--- src/rtl/adders_pkg.sv ---
// -----------------------------------------------------------------------------
// adders_pkg
//   Definitions shared by the adders lab set.
//   - DEFAULT_WIDTH : default operand/result width of the serial adder
//   - state_t       : 2-bit state encoding for the serial adder/subtractor FSM
// -----------------------------------------------------------------------------
package adders_pkg;

    localparam int DEFAULT_WIDTH = 8;

    typedef enum logic [1:0] {
        ST_IDLE = 2'd0,
        ST_RUN  = 2'd1,
        ST_DONE = 2'd2
    } state_t;

endpackage : adders_pkg

--- src/rtl/full_adder.sv ---
// -----------------------------------------------------------------------------
// full_adder
//   Single-bit full adder. This is the one arithmetic cell of the serial
//   adder.
//   Ports:
//     a, b, cin : addend bits and carry in
//     s         : sum bit
//     cout      : carry out, the majority of a, b and cin
// -----------------------------------------------------------------------------
module full_adder (
    input  logic a,
    input  logic b,
    input  logic cin,
    output logic s,
    output logic cout
);

    assign s    = a ^ b ^ cin;
    assign cout = (a & b) | (a & cin) | (b & cin);

endmodule : full_adder

--- src/rtl/serial_addsub.sv ---
// -----------------------------------------------------------------------------
// serial_addsub
//   Bit-serial adder/subtractor. It processes one bit per clock, LSB first,
//   through a single full_adder cell and a carry flop.
//   Sub=0 computes A+B+Cin. Sub=1 computes A+~B+1, and Cin is ignored.
//   Ports:
//     clk, rst   : rising-edge clock, asynchronous active-high reset
//     start      : request, sampled only in IDLE
//     Sub        : 0 = add, 1 = subtract
//     A, B, Cin  : operands and carry in, sampled on the accepting edge
//     busy       : high while the operation runs
//     done       : one-cycle pulse when Sum/Cout/Ovf become valid
//     Sum        : registered WIDTH-bit result
//     Cout       : carry out (in subtract mode, 1 = no borrow)
//     Ovf        : two's-complement overflow
//   Timing: start is accepted at edge k. busy is high from edge k to edge
//   k+WIDTH. done is high from edge k+WIDTH to edge k+WIDTH+1.
// -----------------------------------------------------------------------------
module serial_addsub
    import adders_pkg::*;
#(
    parameter int WIDTH = DEFAULT_WIDTH
) (
    input  logic             clk,
    input  logic             rst,
    input  logic             start,
    input  logic             Sub,
    input  logic [WIDTH-1:0] A,
    input  logic [WIDTH-1:0] B,
    input  logic             Cin,
    output logic             busy,
    output logic             done,
    output logic [WIDTH-1:0] Sum,
    output logic             Cout,
    output logic             Ovf
);

    localparam int CNT_W = $clog2(WIDTH);

    state_t             state;
    state_t             state_nxt;
    logic [WIDTH-1:0]   ra;
    logic [WIDTH-1:0]   rb;
    logic [WIDTH-1:0]   rs;
    logic               c;
    logic [CNT_W-1:0]   cnt;
    logic               fa_s;
    logic               fa_cout;
    logic               last_bit;

    full_adder u_cell (
        .a    (ra[0]),
        .b    (rb[0]),
        .cin  (c),
        .s    (fa_s),
        .cout (fa_cout)
    );

    assign last_bit = (cnt == CNT_W'(WIDTH - 1));

    // State register.
    // NOTE: sequential state is updated with non-blocking assignments, so every
    // flop samples the values from before the edge, whatever the order of the
    // statements.
    always_ff @(posedge clk or posedge rst) begin
        if (rst) begin
            state <= ST_IDLE;
        end else begin
            state <= state_nxt;
        end
    end

    // Next-state logic.
    // NOTE: the default assignment comes before the case statement. This gives
    // state_nxt a value on every path, so no latch is inferred.
    always_comb begin
        state_nxt = state;
        case (state)
            ST_IDLE: if (start)    state_nxt = ST_RUN;
            ST_RUN:  if (last_bit) state_nxt = ST_DONE;
            ST_DONE:               state_nxt = ST_IDLE;
            default:               state_nxt = ST_IDLE;
        endcase
    end

    // busy and done are decoded straight from the state flops. No input
    // reaches them combinationally.
    assign busy = (state == ST_RUN);
    assign done = (state == ST_DONE);

    // Datapath: the shift registers, the carry flop, the bit counter and the
    // result registers.
    // NOTE: every internal register is cleared on reset, not only the outputs.
    // An aborted operation then leaves no partial operands or partial result
    // behind.
    always_ff @(posedge clk or posedge rst) begin
        if (rst) begin
            ra   <= '0;
            rb   <= '0;
            rs   <= '0;
            c    <= 1'b0;
            cnt  <= '0;
            Sum  <= '0;
            Cout <= 1'b0;
            Ovf  <= 1'b0;
        end else if (state == ST_IDLE && start) begin
            ra  <= A;
            // Subtraction is performed as A + ~B + 1.
            rb  <= Sub ? ~B : B;
            c   <= Sub ? 1'b1 : Cin;
            cnt <= '0;
            rs  <= '0;
        end else if (state == ST_RUN) begin
            rs  <= {fa_s, rs[WIDTH-1:1]};
            c   <= fa_cout;
            ra  <= ra >> 1;
            rb  <= rb >> 1;
            cnt <= cnt + CNT_W'(1);
            if (last_bit) begin
                Sum  <= {fa_s, rs[WIDTH-1:1]};
                Cout <= fa_cout;
                // On the last-bit edge, c holds the carry into the MSB.
                Ovf  <= c ^ fa_cout;
            end
        end
    end

endmodule : serial_addsub

--- config.mk ---
export PLATFORM = sky130hd
export DESIGN_NAME = serial_addsub
export DESIGN_NICKNAME = d
export VERILOG_FILES = /design/src/rtl/adders_pkg.sv /design/src/rtl/full_adder.sv /design/src/rtl/serial_addsub.sv
export SDC_FILE = /design/constraint.sdc
export NUM_CORES = 1
export LEC_CHECK = 0
export ABC_CLOCK_PERIOD_IN_PS = 1400
export CORE_AREA = 5 5 86 88
export CTS_CLUSTER_SIZE = 14
export DETAILED_ROUTE_END_ITERATION = 10
export DIE_AREA = 0 0 91 93
export GPL_TIMING_DRIVEN = 0
export PLACE_DENSITY = 0.5
export SYNTH_ARGS = -nofsm -noshare
export SYNTH_HDL_FRONTEND = slang
export SYNTH_SLANG_ARGS = --single-unit
--- constraint.sdc ---
create_clock -name clk -period 1.4 [get_ports clk]
set_input_delay 0.28 -clock clk [delete_from_list [all_inputs] [get_ports clk]]
set_output_delay 0.28 -clock clk [all_outputs]
set_load 0.01 [all_outputs]
==> reports/qor.yml, run 1 <==
global_route:
  antenna_found_initial: 0
  grt_use_met1: 0.1442
  grt_pass1_vias: 1472
  grt_pass1_wl_mm: 7.465
  busiest_layer: "met2"
  groute.usage.overall: 0.1101
  use_met2: 0.1749
  met3_usage: 0.02333
  grt_max_degree: 40
  grt_overflow_total: 0
setup_path:
  crit_required_ps: 1560
  cp_max_fo: 5
  max_stage_delay_ps: 390
  crit_slowest_cell: "dfrtp_1"
  cp_cell_sequence: "ha_2 -> ha_4 -> nand3b_1 -> buf_6 -> mux2_4"
  crit_buf_inv: 1
  critical_path_class: "flop to flop"
  end_kind: "flop"
  path_delay_family: "flip-flops"
  arrival_ps: 1700
  critPathLaunchType: "flop"
synth:
  synth_cell_type_count: 27
  synthesis.area_sq_um: 1908
  yosysWarnings: 0
  synth_seq_area_share: 0.5115
  syn_nets: 203
  synth_seq_cells: 39
  syn_inst: 179
  avgSynthCellArea_sq_um: 10.66
clocking:
  htree_levels: 2
  tritoncts: "yes"
  clkLatencyLatePin_ps: 280
  clockBufferDepth: 2
  cts-root-buf: "clkbuf_8"
  hold_buffers: 0
  cts_made_buffers: 5
  clk_pin_slew_ps: 70
  clock_sinks: 39
finish:
  multi_input_area_sq_um: 1007
  fillers: 629
  regArea_sq_um: 975.9
  final_cells: 312
  drive_gt1_frac: 0.3448
  nets: 256
  syn_to_final_growth_pct: 45.38
  final_common_cell: "nand2_1"
  n_antenna_cell: 0
  final_cell_mix: "nand2_1 (42), dfrtp_1 (39), clkdlybuf4s50_1 (19)"
die:
  die_w_microns: 91
  fp.dieH_microns: 93
  initial_core_util: 0.2905
  die_area_sq_um: 8463
  num_rows: 30
  io_pins: 33
  core_sq_um: 6569
pwr:
  switching_share: 0.3663
  vdd_ir_drop_max_uv: 791.0
  p_total_mw: 5.561
  p_clk_frac: 0.136
  intPower_mw: 3.524
  pwr-share-comb: 0.507
  pwr-share-seq: 0.358
  switchingPower_mw: 2.037
  pwr_density_cell_nw_per_um2: 2005
  p_leak_nw: 1.272
status:
  status: "finished, violations left"
  violations: "setup timing"
routing:
  drc: 0
  vias: 1408
  wirelength_mm: 4.486
  drt_iter0_drc: 52
  first_pass_iters: 3
  ant_nets: 0
  viasPerCell: 4.513
  drt-wirelength-per-cell_microns: 14.38
run:
  max_cap_viol_count: 0
sta:
  tns_ps: -2179
  timing.hold.ws_ps: 477.7
  finClkSkew_ps: 8.724
  fin_crit_sh: 1.100
  finalHoldViolCount: 0
  max_freq_mhz: 649.4
  layout_setup_ws_ps: -140.0
  rsz0062_at_grt: "true"
  period_minus_slack_ps: 1540
  setup_violations: 28
  slew_headroom: 0.4557
  drv_slew: 0
  tightest_slew_ps: 815.3
placed_design:
  routabilityCongestion: 0.6679
  dp.cells: 290
  place_hpwl_mm: 2.706
  portBuffers: 31
  dp_slack_ps: -424.6
min_path:
  min_path_type: "input pin to async pin"
-- worst reg2reg max path, cell delays in order, from the launching register on --
cell,delay [ps]
dfrtp_1,390
ha_2,190
ha_4,160
nand3b_1,190
buf_6,190
mux2_4,300
-- flip-flops by register name (all words and copies together) (netlist names), 2 cells and up --
| name | cells |
|---|---|
| Sum | 8 |
| state | 2 |
| rs | 7 |
| cnt | 3 |
| rb | 8 |
| ra | 8 |
-- routing by layer --
metal,vias to the layer above,share of wire
met4,0,0.020
li1,701,-
met1,677,0.47
met5,-,0
met3,7,0.031
met2,23,0.48
-- power groups by stage --
stage,Combinational (mW),Clock (mW),Sequential (mW)
2_1_floorplan,1.47,0,2.00
3_3_place_gp,2.21,0,2.00
3_5_place_dp,2.25,0,2.01
4_1_cts,2.54,0.787,1.99
5_1_grt,3.10,0.832,2.07
6_report,2.82,0.754,1.99
-- path summary, 6_finish.rpt --
kind                               startpoint                  to  slack, ps  cells past startpoint
min reg2reg                 ra[3]$_DFFE_PP0P_   ra[3]$_DFFE_PP0P_        490                      2
max                        cnt[0]$_DFFE_PP0P_  Sum[1]$_DFFE_PP0P_       -140                      5
min in group clk                          Sub   rb[7]$_DFFE_PP0P_        480                      3
max reg2reg                cnt[0]$_DFFE_PP0P_  Sum[1]$_DFFE_PP0P_       -140                      5
max in group asynchronous                 rst   rs[3]$_DFFE_PP0P_        410                      2
min                                       rst   ra[7]$_DFFE_PP0P_        480                      2
-- final cells by class --
cell class	count	share of cell area
Multi-Input combinational cell	125	0.3631
Sequential cell	39	0.3518
Timing Repair Buffer	48	0.1723
Buffer	10	0.04014
Tap cell	80	0.03608
Clock buffer	6	0.02977
Inverter	3	0.004962
Clock inverter	1	0.001804
-- kinds of logic (layout without fill, tap and decap cells) --
family,after synthesis,after routing,synth area share
simple gates,76,76,0.2144
compound gates,28,28,0.1082
buf+inv,15,68,0.04786
xor+xnor,9,9,0.04131
flops,39,39,0.5115
mux,9,9,0.05312
fa+ha+maj,3,3,0.02360
-- metrics by stage --
step           instance area, sq um  utilization
2_1_floorplan                  1946            -
3_3_place_gp                   2356       0.3587
3_5_place_dp                   2356       0.3587
4_1_cts                        2629       0.4002
5_1_grt                        2774       0.4223
6_report                       2774       0.4223
-- synth_stat cells, drive strengths merged --
cell,count,share of area
nand2,44,0.087
dfrtp,39,0.51
o21ai,12,0.033
nand3,11,0.058
buf,10,0.038
mux2,9,0.053
nor2,8,0.016
a21oi,7,0.018
a31oi,7,0.046
and3b,7,0.032
xor2,7,0.032
inv,3,0.0059
clkbuf,2,0.0039
ha,2,0.013
nand2b,2,0.0066
xnor2,2,0.0092
a2bb2oi,1,0.0046
fa,1,0.010
nand3b,1,0.0039
nor2b,1,0.0033
nor3b,1,0.0039
o21bai,1,0.0059
or3b,1,0.0046
-- timing repair --
item                                   4_1_cts  5_1_grt
gates cloned                                 3        1
setup endpoints to repair                   22       39
gates resized for setup                     43       26
endpoints found under the hold margin        0        0
pin swaps                                    1       17
setup buffers                               11        3
(Power assumes the default switching activity.)
==> inputs of run 2 (changes only) <==
--- a/config.mk
+++ b/config.mk
@@ -5,11 +5,12 @@
 export SDC_FILE = /design/constraint.sdc
 export NUM_CORES = 1
 export LEC_CHECK = 0
+export ABC_AREA = 1
 export ABC_CLOCK_PERIOD_IN_PS = 1400
-export CORE_AREA = 5 5 86 88
+export CORE_AREA = 5 5 85 87
 export CTS_CLUSTER_SIZE = 14
 export DETAILED_ROUTE_END_ITERATION = 10
-export DIE_AREA = 0 0 91 93
+export DIE_AREA = 0 0 90 92
 export GPL_TIMING_DRIVEN = 0
 export PLACE_DENSITY = 0.5
 export SYNTH_ARGS = -nofsm -noshare
==> run 2 against run 1 <==
  * The run now ends clean
  * Worst setup slack improved by 160 ps
  * Clock skew decreased by 3.2 ps
  * Sequential power down 4%
  * Worst hold slack worse by 65 ps
==> reports/qor.yml, run 2 <==
global_route:
  grt_overflow_total: 0  # unchanged
  grt_pass1_vias: 1561  # was 1472
  grt_pass1_wl_mm: 7.314  # was 7.465 mm
  antenna_found_initial: 0  # unchanged
  grt_max_degree: 40  # unchanged
  groute.usage.overall: 0.1082  # was 0.1101
status:
  status: "completed"  # was finished, violations left
clocking:
  clockBufferDepth: 2  # unchanged
  htree_levels: 2  # unchanged
  cts_made_buffers: 5  # unchanged
  clk_pin_slew_ps: 80  # was 70 ps
  clkLatencyLatePin_ps: 290  # was 280 ps
  cts-root-buf: "clkbuf_8"  # unchanged
  hold_buffers: 0  # unchanged
  clock_sinks: 39  # unchanged
  tritoncts: "yes"  # unchanged
synth:
  yosysWarnings: 0  # unchanged
  ys.flop_type: "dfrtp_1"  # unchanged
  synthesis.area_sq_um: 1852  # was 1908 sq um
  netlist_top_cells_count: "nand2_1 (113), dfrtp_1 (39), inv_1 (18)"  # was nand2_1 (44), dfrtp_1 (39), nand3_2 (11), o21ai_0 (11), mux2_2 (9)
  synth_seq_cells: 39  # unchanged
  yosysMostFrequentCell: "nand2_1"  # unchanged
  synth_cell_type_count: 19  # was 27
  ys_async_sr_fraction: 1.000  # unchanged
  avgSynthCellArea_sq_um: 8.267  # was 10.66 sq um
  synth_top_area_cell: "dfrtp_1"  # unchanged
  syn_nets: 248  # was 203
  synth_seq_area_share: 0.5270  # was 0.5115
  synth-edff-count: 0  # unchanged
  syn_inst: 224  # was 179
  yosysTopAreaCellShare: 0.5270  # was 0.5115
  yosys-top-cells-area: "dfrtp_1 (53%), nand2_1 (23%), nand3_1 (4.1%)"  # was dfrtp_1 (51%), nand2_1 (8.7%), nand3_2 (5.8%)
finish:
  n_antenna_cell: 0  # unchanged
  syn_to_final_growth_pct: 31.42  # was 45.38%
  final_common_cell: "nand2_1"  # unchanged
  reg.largest.list: "Sum: 8 flops, ra: 8 flops, rb: 8 flops"  # unchanged
  finish.utilization: 0.3877  # was 0.4223
  final_cell_mix: "nand2_1 (113), dfrtp_1 (37), clkdlybuf4s50_1 (18), inv_1 (17), nand3_1 (15)"  # was nand2_1 (42), dfrtp_1 (39), clkdlybuf4s50_1 (19)
  nets: 292  # was 256
  drive_gt1_frac: 0.1375  # was 0.3448
placed_design:
  dp_slack_ps: -371.8  # was -424.6 ps
  routabilityCongestion: 0.6917  # was 0.6679
  portBuffers: 31  # unchanged
  place_hpwl_mm: 2.704  # was 2.706 mm
setup_path:
  ff2ff_setup_slack_ps: 110  # was -140 ps
  critPathLaunchType: "flop"  # unchanged
  crit_buf_inv: 2  # was 1
  r2r_start: "state[0]$_DFFE_PP0P_"  # was cnt[0]$_DFFE_PP0P_
  cp_max_fo: 3  # was 5
  startpoint: "state[1]$_DFFE_PP0P_"  # was cnt[0]$_DFFE_PP0P_
  crit_slowest_cell: "dfrtp_2"  # was dfrtp_1
  cp_cell_sequence: "nor2_4 -> buf_6 -> buf_6"  # was ha_2 -> ha_4 -> nand3b_1 -> buf_6 -> mux2_4
  arrival_ps: 1100  # was 1700 ps
  path_delay_family: "flip-flops"  # unchanged
  critical_path_class: "flop to output pin"  # was flop to flop
  crit_required_ps: 1120  # was 1560 ps
  end_kind: "output pin"  # was flop
  max_stage_delay_ps: 450  # was 390 ps
  cp_common_cell: "buf_6"
pwr:
  p_leak_nw: 1.270  # was 1.272 nW
  vdd_ir_drop_max_uv: 794.4  # was 791.0 uV
  p_clk_frac: 0.204  # was 0.136
  pwr-share-seq: 0.396  # was 0.358
  p_total_mw: 4.808  # was 5.561 mW
  pwr-share-comb: 0.400  # was 0.507
  intPower_mw: 3.080  # was 3.524 mW
  switchingPower_mw: 1.728  # was 2.037 mW
  switching_share: 0.3594  # was 0.3663
  pwr_density_cell_nw_per_um2: 1976  # was 2005 nW/um^2
routing:
  wirelength_mm: 3.996  # was 4.486 mm
  drc: 0  # unchanged
  ant_nets: 0  # unchanged
  first_pass_iters: 4  # was 3
  vias: 1463  # was 1408
  viasPerCell: 4.228  # was 4.513
  drt_iter0_drc: 120  # was 52
  drt-wirelength-per-cell_microns: 11.55  # was 14.38 microns
sta:
  drv_slew: 0  # unchanged
  tightest_slew_ps: 810.5  # was 815.3 ps
  tns_ps: 0  # was -2179 ps
  timing.hold.ws_ps: 413.0  # was 477.7 ps
  finalHoldViolCount: 0  # unchanged
  max_freq_mhz: 723.8  # was 649.4 MHz
  setup_violations: 0  # was 28
  period_minus_slack_ps: 1382  # was 1540 ps
  layout_setup_ws_ps: 18.32  # was -140.0 ps
  fin_crit_sh: 0.9869  # was 1.100
  slew_headroom: 0.4589  # was 0.4557
  rsz0062_at_grt: "true"  # unchanged
  finClkSkew_ps: 5.551  # was 8.724 ps
die:
  die_w_microns: 90  # was 91 microns
  die_area_sq_um: 8280  # was 8463 sq um
  num_rows: 29  # was 30
  initial_core_util: 0.2950  # was 0.2905
  core_sq_um: 6277  # was 6569 sq um
  fp.dieH_microns: 92  # was 93 microns
  io_pins: 33  # unchanged
min_path:
  min_path_type: "input pin to flop"  # was input pin to async pin
  min_from: "Sub"
run:
  max_cap_viol_count: 0  # unchanged
-- run 2: cell types whose count changed in the layout (fill, tap and decap cells not counted), moves of 5 or more --
cell	change
nand2_1	+71
inv_1	+16
nand3_1	+15
mux2_4	-9
nand3_2	-9
a21oi_1	-7
and3b_1	-7
xor2_1	-7
o21ai_1	+6
buf_4	-5
nor2_4	-5
-- run 2: layout make-up --
cell class | instances | area, sq um
plain buffers | 6 | 61.31
clock buffers | 6 | 82.58
clock inverters | 2 | 35.03
fillers | 676 | 3844
inverters | 20 | 82.58
multi-input cells | 158 | 732.0
flip-flops and latches | 39 | 978.4
well taps | 77 | 96.34
repair buffers | 38 | 365.4
-- run 2: worst reg2reg max path, cell delays in order (launching register included) --
cell	delay (ps)
dfrtp_2	450
buf_4	160
o21ai_4	280
buf_6	200
nand2_1	60
nand3_1	80
-- run 2: worst paths after layout --
| path | endpoint | cells past startpoint |
|---|---|---|
| max | busy | 3 |
| min | rb[7]$_DFFE_PP0P_ | 3 |
| max reg2reg | ra[2]$_DFFE_PP0P_ | 5 |
| min reg2reg | Sum[0]$_DFFE_PP0P_ | 2 |
| max in group asynchronous | state[0]$_DFFE_PP0P_ | 2 |
| min in group asynchronous | Sum[0]$_DFFE_PP0P_ | 2 |
-- run 2: power by group through the flow --
| stage | registers [mW] | logic (mW) | clock network (mW) |
|---|---|---|---|
| after floorplan | 1.94 | 1.19 | 0 |
| after global placement | 1.90 | 1.91 | 0 |
| after detailed placement | 1.91 | 1.92 | 0 |
| after CTS | 1.89 | 1.99 | 1.01 |
| after global routing | 1.97 | 2.25 | 1.07 |
| final | 1.91 | 1.92 | 0.979 |
-- run 2: logic make-up (layout without fill, tap and decap cells) --
kind of cell               count (synthesis)  count (layout)  synth area share
AOI/OAI and AO/OA                         19              19           0.06149
xor gates and xnor gates                   2               2          0.009461
adders and majority gates                  3               3           0.02432
buffers and inverters                     27              72           0.07905
DFF                                       39              39            0.5270
and+or+nand+nor                          134             134            0.2986
-- run 2: metal layers --
layer / share of wire / vias to the layer above / track usage
met3: 0.046 / 5 / 0.03110
met5: 0 / - / 0
met2: 0.46 / 31 / 0.1683
met4: 0.011 / 0 / 0.03722
met1: 0.49 / 651 / 0.1445
li1: - / 776 / -
-- run 2: what timing repair did --
action | CTS | global route
resized for setup | 23 | 4
setup endpoints to repair | 12 | 10
pin swaps | 2 | 2
setup buffers | 6 | 1
-- run 2: metrics by stage --
step           cells  cell area, sq um
6_report         346              2434
5_1_grt          346              2434
4_1_cts          346              2416
3_5_place_dp     332              2258
3_3_place_gp     332              2258
2_1_floorplan    224              1852
==> inputs of run 3 (changes only) <==
--- a/config.mk
+++ b/config.mk
@@ -7,12 +7,13 @@
 export LEC_CHECK = 0
 export ABC_AREA = 1
 export ABC_CLOCK_PERIOD_IN_PS = 1400
-export CORE_AREA = 5 5 85 87
+export CORE_AREA = 5 5 69 71
 export CTS_CLUSTER_SIZE = 14
 export DETAILED_ROUTE_END_ITERATION = 10
-export DIE_AREA = 0 0 90 92
+export DIE_AREA = 0 0 74 76
 export GPL_TIMING_DRIVEN = 0
-export PLACE_DENSITY = 0.5
+export PLACE_DENSITY = 0.73
+export RECOVER_POWER = 100
 export SYNTH_ARGS = -nofsm -noshare
 export SYNTH_HDL_FRONTEND = slang
 export SYNTH_SLANG_ARGS = --single-unit
==> run 3 against run 2 <==
  * Worst hold slack improved by 2.6 ps
  * Total power fell by 6.1%
  * Highest routed layer unchanged
  * Sequential cell count did not move
  * Clock skew rose by 4.0 ps
  * Cell count fell by 7.2%
  * Global-route usage rose by 3.7 points
  * Sequential power barely moved
  * Via count rose by 5.2%
  * Combinational power fell by 4%
  * Final area fell by 3.1%
==> reports/qor.yml, run 3 (same netlist as run 2, synthesis figures left out) <==
finish:
  nets: 292  # unchanged
  n_antenna_cell: 0  # unchanged
  final_common_cell: "nand2_1"  # unchanged
  final_cells: 321  # was 346
  finalInstanceArea_sq_um: 2357  # was 2434 sq um
  finish.utilization: 0.5647  # was 0.3877
  drive_gt1_frac: 0.1375  # unchanged
  reg.largest.list: "Sum: 8 flops, ra: 8 flops, rb: 8 flops"  # unchanged
  final_cell_mix: "nand2_1 (113), dfrtp_1 (37), inv_1 (17), clkdlybuf4s50_1 (17), nand3_1 (15)"  # was nand2_1 (113), dfrtp_1 (37), clkdlybuf4s50_1 (18), inv_1 (17), nand3_1 (15)
  syn_to_final_growth_pct: 27.30  # was 31.42%
sta:
  fin_crit_sh: 0.9610  # was 0.9869
  layout_setup_ws_ps: 54.56  # was 18.32 ps
  timing.hold.ws_ps: 415.6  # was 413.0 ps
  finalHoldViolCount: 0  # unchanged
  max_freq_mhz: 743.2  # was 723.8 MHz
  tns_ps: 0  # unchanged
  tightest_slew_ps: 785.1  # was 810.5 ps
  finClkSkew_ps: 9.540  # was 5.551 ps
  period_minus_slack_ps: 1345  # was 1382 ps
  setup_violations: 0  # unchanged
  slew_headroom: 0.4759  # was 0.4589
  rsz0062_at_grt: "false"  # was true
  drv_slew: 0  # unchanged
clocking:
  clock_sinks: 39  # unchanged
  cts-root-buf: "clkbuf_8"  # unchanged
  htree_levels: 2  # unchanged
  hold_buffers: 0  # unchanged
  cts_made_buffers: 5  # unchanged
  clockBufferDepth: 2  # unchanged
  clk_pin_slew_ps: 70  # was 80 ps
  tritoncts: "yes"  # unchanged
  clkLatencyLatePin_ps: 300  # was 290 ps
routing:
  wl_met3_microns: 194  # was 183 microns
  ant_nets: 0  # unchanged
  wl_met1_mm: 1.723  # was 1.945 mm
  drt_iter0_drc: 64  # was 120
  vias: 1539  # was 1463
  wl_met2_mm: 1.719  # was 1.821 mm
  wirelength_mm: 3.689  # was 3.996 mm
  first_pass_iters: 4  # unchanged
  drc: 0  # unchanged
  drt-wirelength-per-cell_microns: 11.49  # was 11.55 microns
  top_layer: "met4"  # unchanged
  viasPerCell: 4.794  # was 4.228
min_path:
  min_path_type: "input pin to flop"  # unchanged
  min_from: "Sub"  # unchanged
run:
  max_cap_viol_count: 0  # unchanged
die:
  num_rows: 24  # was 29
  core_sq_um: 4174  # was 6277 sq um
  fp.dieH_microns: 76  # was 92 microns
  initial_core_util: 0.4436  # was 0.2950
  die_w_microns: 74  # was 90 microns
  io_pins: 33  # unchanged
  die_area_sq_um: 5624  # was 8280 sq um
setup_path:
  max_stage_delay_ps: 450  # about the same
  cp_cell_sequence: "buf_6 -> nor2_2 -> buf_2"  # was nor2_4 -> buf_6 -> buf_6
  crit_slowest_cell: "dfrtp_2"  # unchanged
  r2r_start: "state[0]$_DFFE_PP0P_"  # unchanged
  critPathLaunchType: "flop"  # unchanged
  startpoint: "state[0]$_DFFE_PP0P_"  # was state[1]$_DFFE_PP0P_
  end_kind: "output pin"  # unchanged
  critical_path_class: "flop to output pin"  # unchanged
  crit_required_ps: 1120  # about the same
  cp_max_fo: 3  # unchanged
  arrival_ps: 1070  # was 1100 ps
global_route:
  grt_pass1_vias: 1477  # was 1561
  antenna_found_initial: 0  # unchanged
  groute.usage.overall: 0.1449  # was 0.1082
  grt_pass1_wl_mm: 6.403  # was 7.314 mm
  grt_overflow_total: 0  # unchanged
  grt_max_degree: 40  # unchanged
pwr:
  p_total_mw: 4.516  # was 4.808 mW
  vdd_ir_drop_max_uv: 816.2  # was 794.4 uV
  p_leak_nw: 1.236  # was 1.270 nW
  pwr_density_cell_nw_per_um2: 1916  # was 1976 nW/um^2
status:
  status: "completed"  # unchanged
placed_design:
  routabilityCongestion: 0.7668  # was 0.6917
  dp_slack_ps: -350.2  # was -371.8 ps
  portBuffers: 31  # unchanged
  dp.cells: 307  # was 332
  place_hpwl_mm: 2.490  # was 2.704 mm
  placed_cell_area_sq_um: 2227  # was 2258 sq um
run 3: repair_timing:
action / CTS / global route
gates cloned: 0 / 1
setup endpoints to repair: 12 / 20
buffers inserted: 5 / 2
resized for setup: 23 / 6
pin swaps: 2 / 3
run 3: cell type report:
| class | count | area (sq um) |
|---|---|---|
| inverters | 20 | 85.08 |
| flip-flops and latches | 39 | 978.4 |
| clock inverters | 3 | 20.02 |
| well taps | 52 | 65.06 |
| plain buffers | 5 | 50.05 |
| fillers | 399 | 1817 |
| repair buffers | 38 | 352.8 |
| multi-input cells | 159 | 737.0 |
| clock buffers | 5 | 68.82 |
run 3: worst max-delay path, delay by kind of cell (launching register included):
kind,cells,cell delay (ps)
DFF,1,450
and+or+nand+nor,1,60
buffers and inverters,2,260
run 3: routing by layer:
layer | vias up | GRT usage
met2 | 31 | 0.2340
li1 | 780 | -
met4 | 0 | 0.04891
met5 | - | 0
met1 | 721 | 0.1849
met3 | 7 | 0.03958
run 3: path summary, 6_finish.rpt:
check	end	slack [ps]	cells after the start
worst min register to register	Sum[0]$_DFFE_PP0P_	480	2
worst max-delay path	done	50	3
max in group asynchronous	state[0]$_DFFE_PP0P_	270	2
worst min-delay path	rb[7]$_DFFE_PP0P_	420	3
min in group asynchronous	Sum[3]$_DFFE_PP0P_	580	2
worst max register to register	c$_DFFE_PP0P_	80	5
run 3: report_power, final:
part           internal [mW]  switching (mW)
clock network          0.346           0.408
registers               1.63           0.287
logic                  0.822            1.03
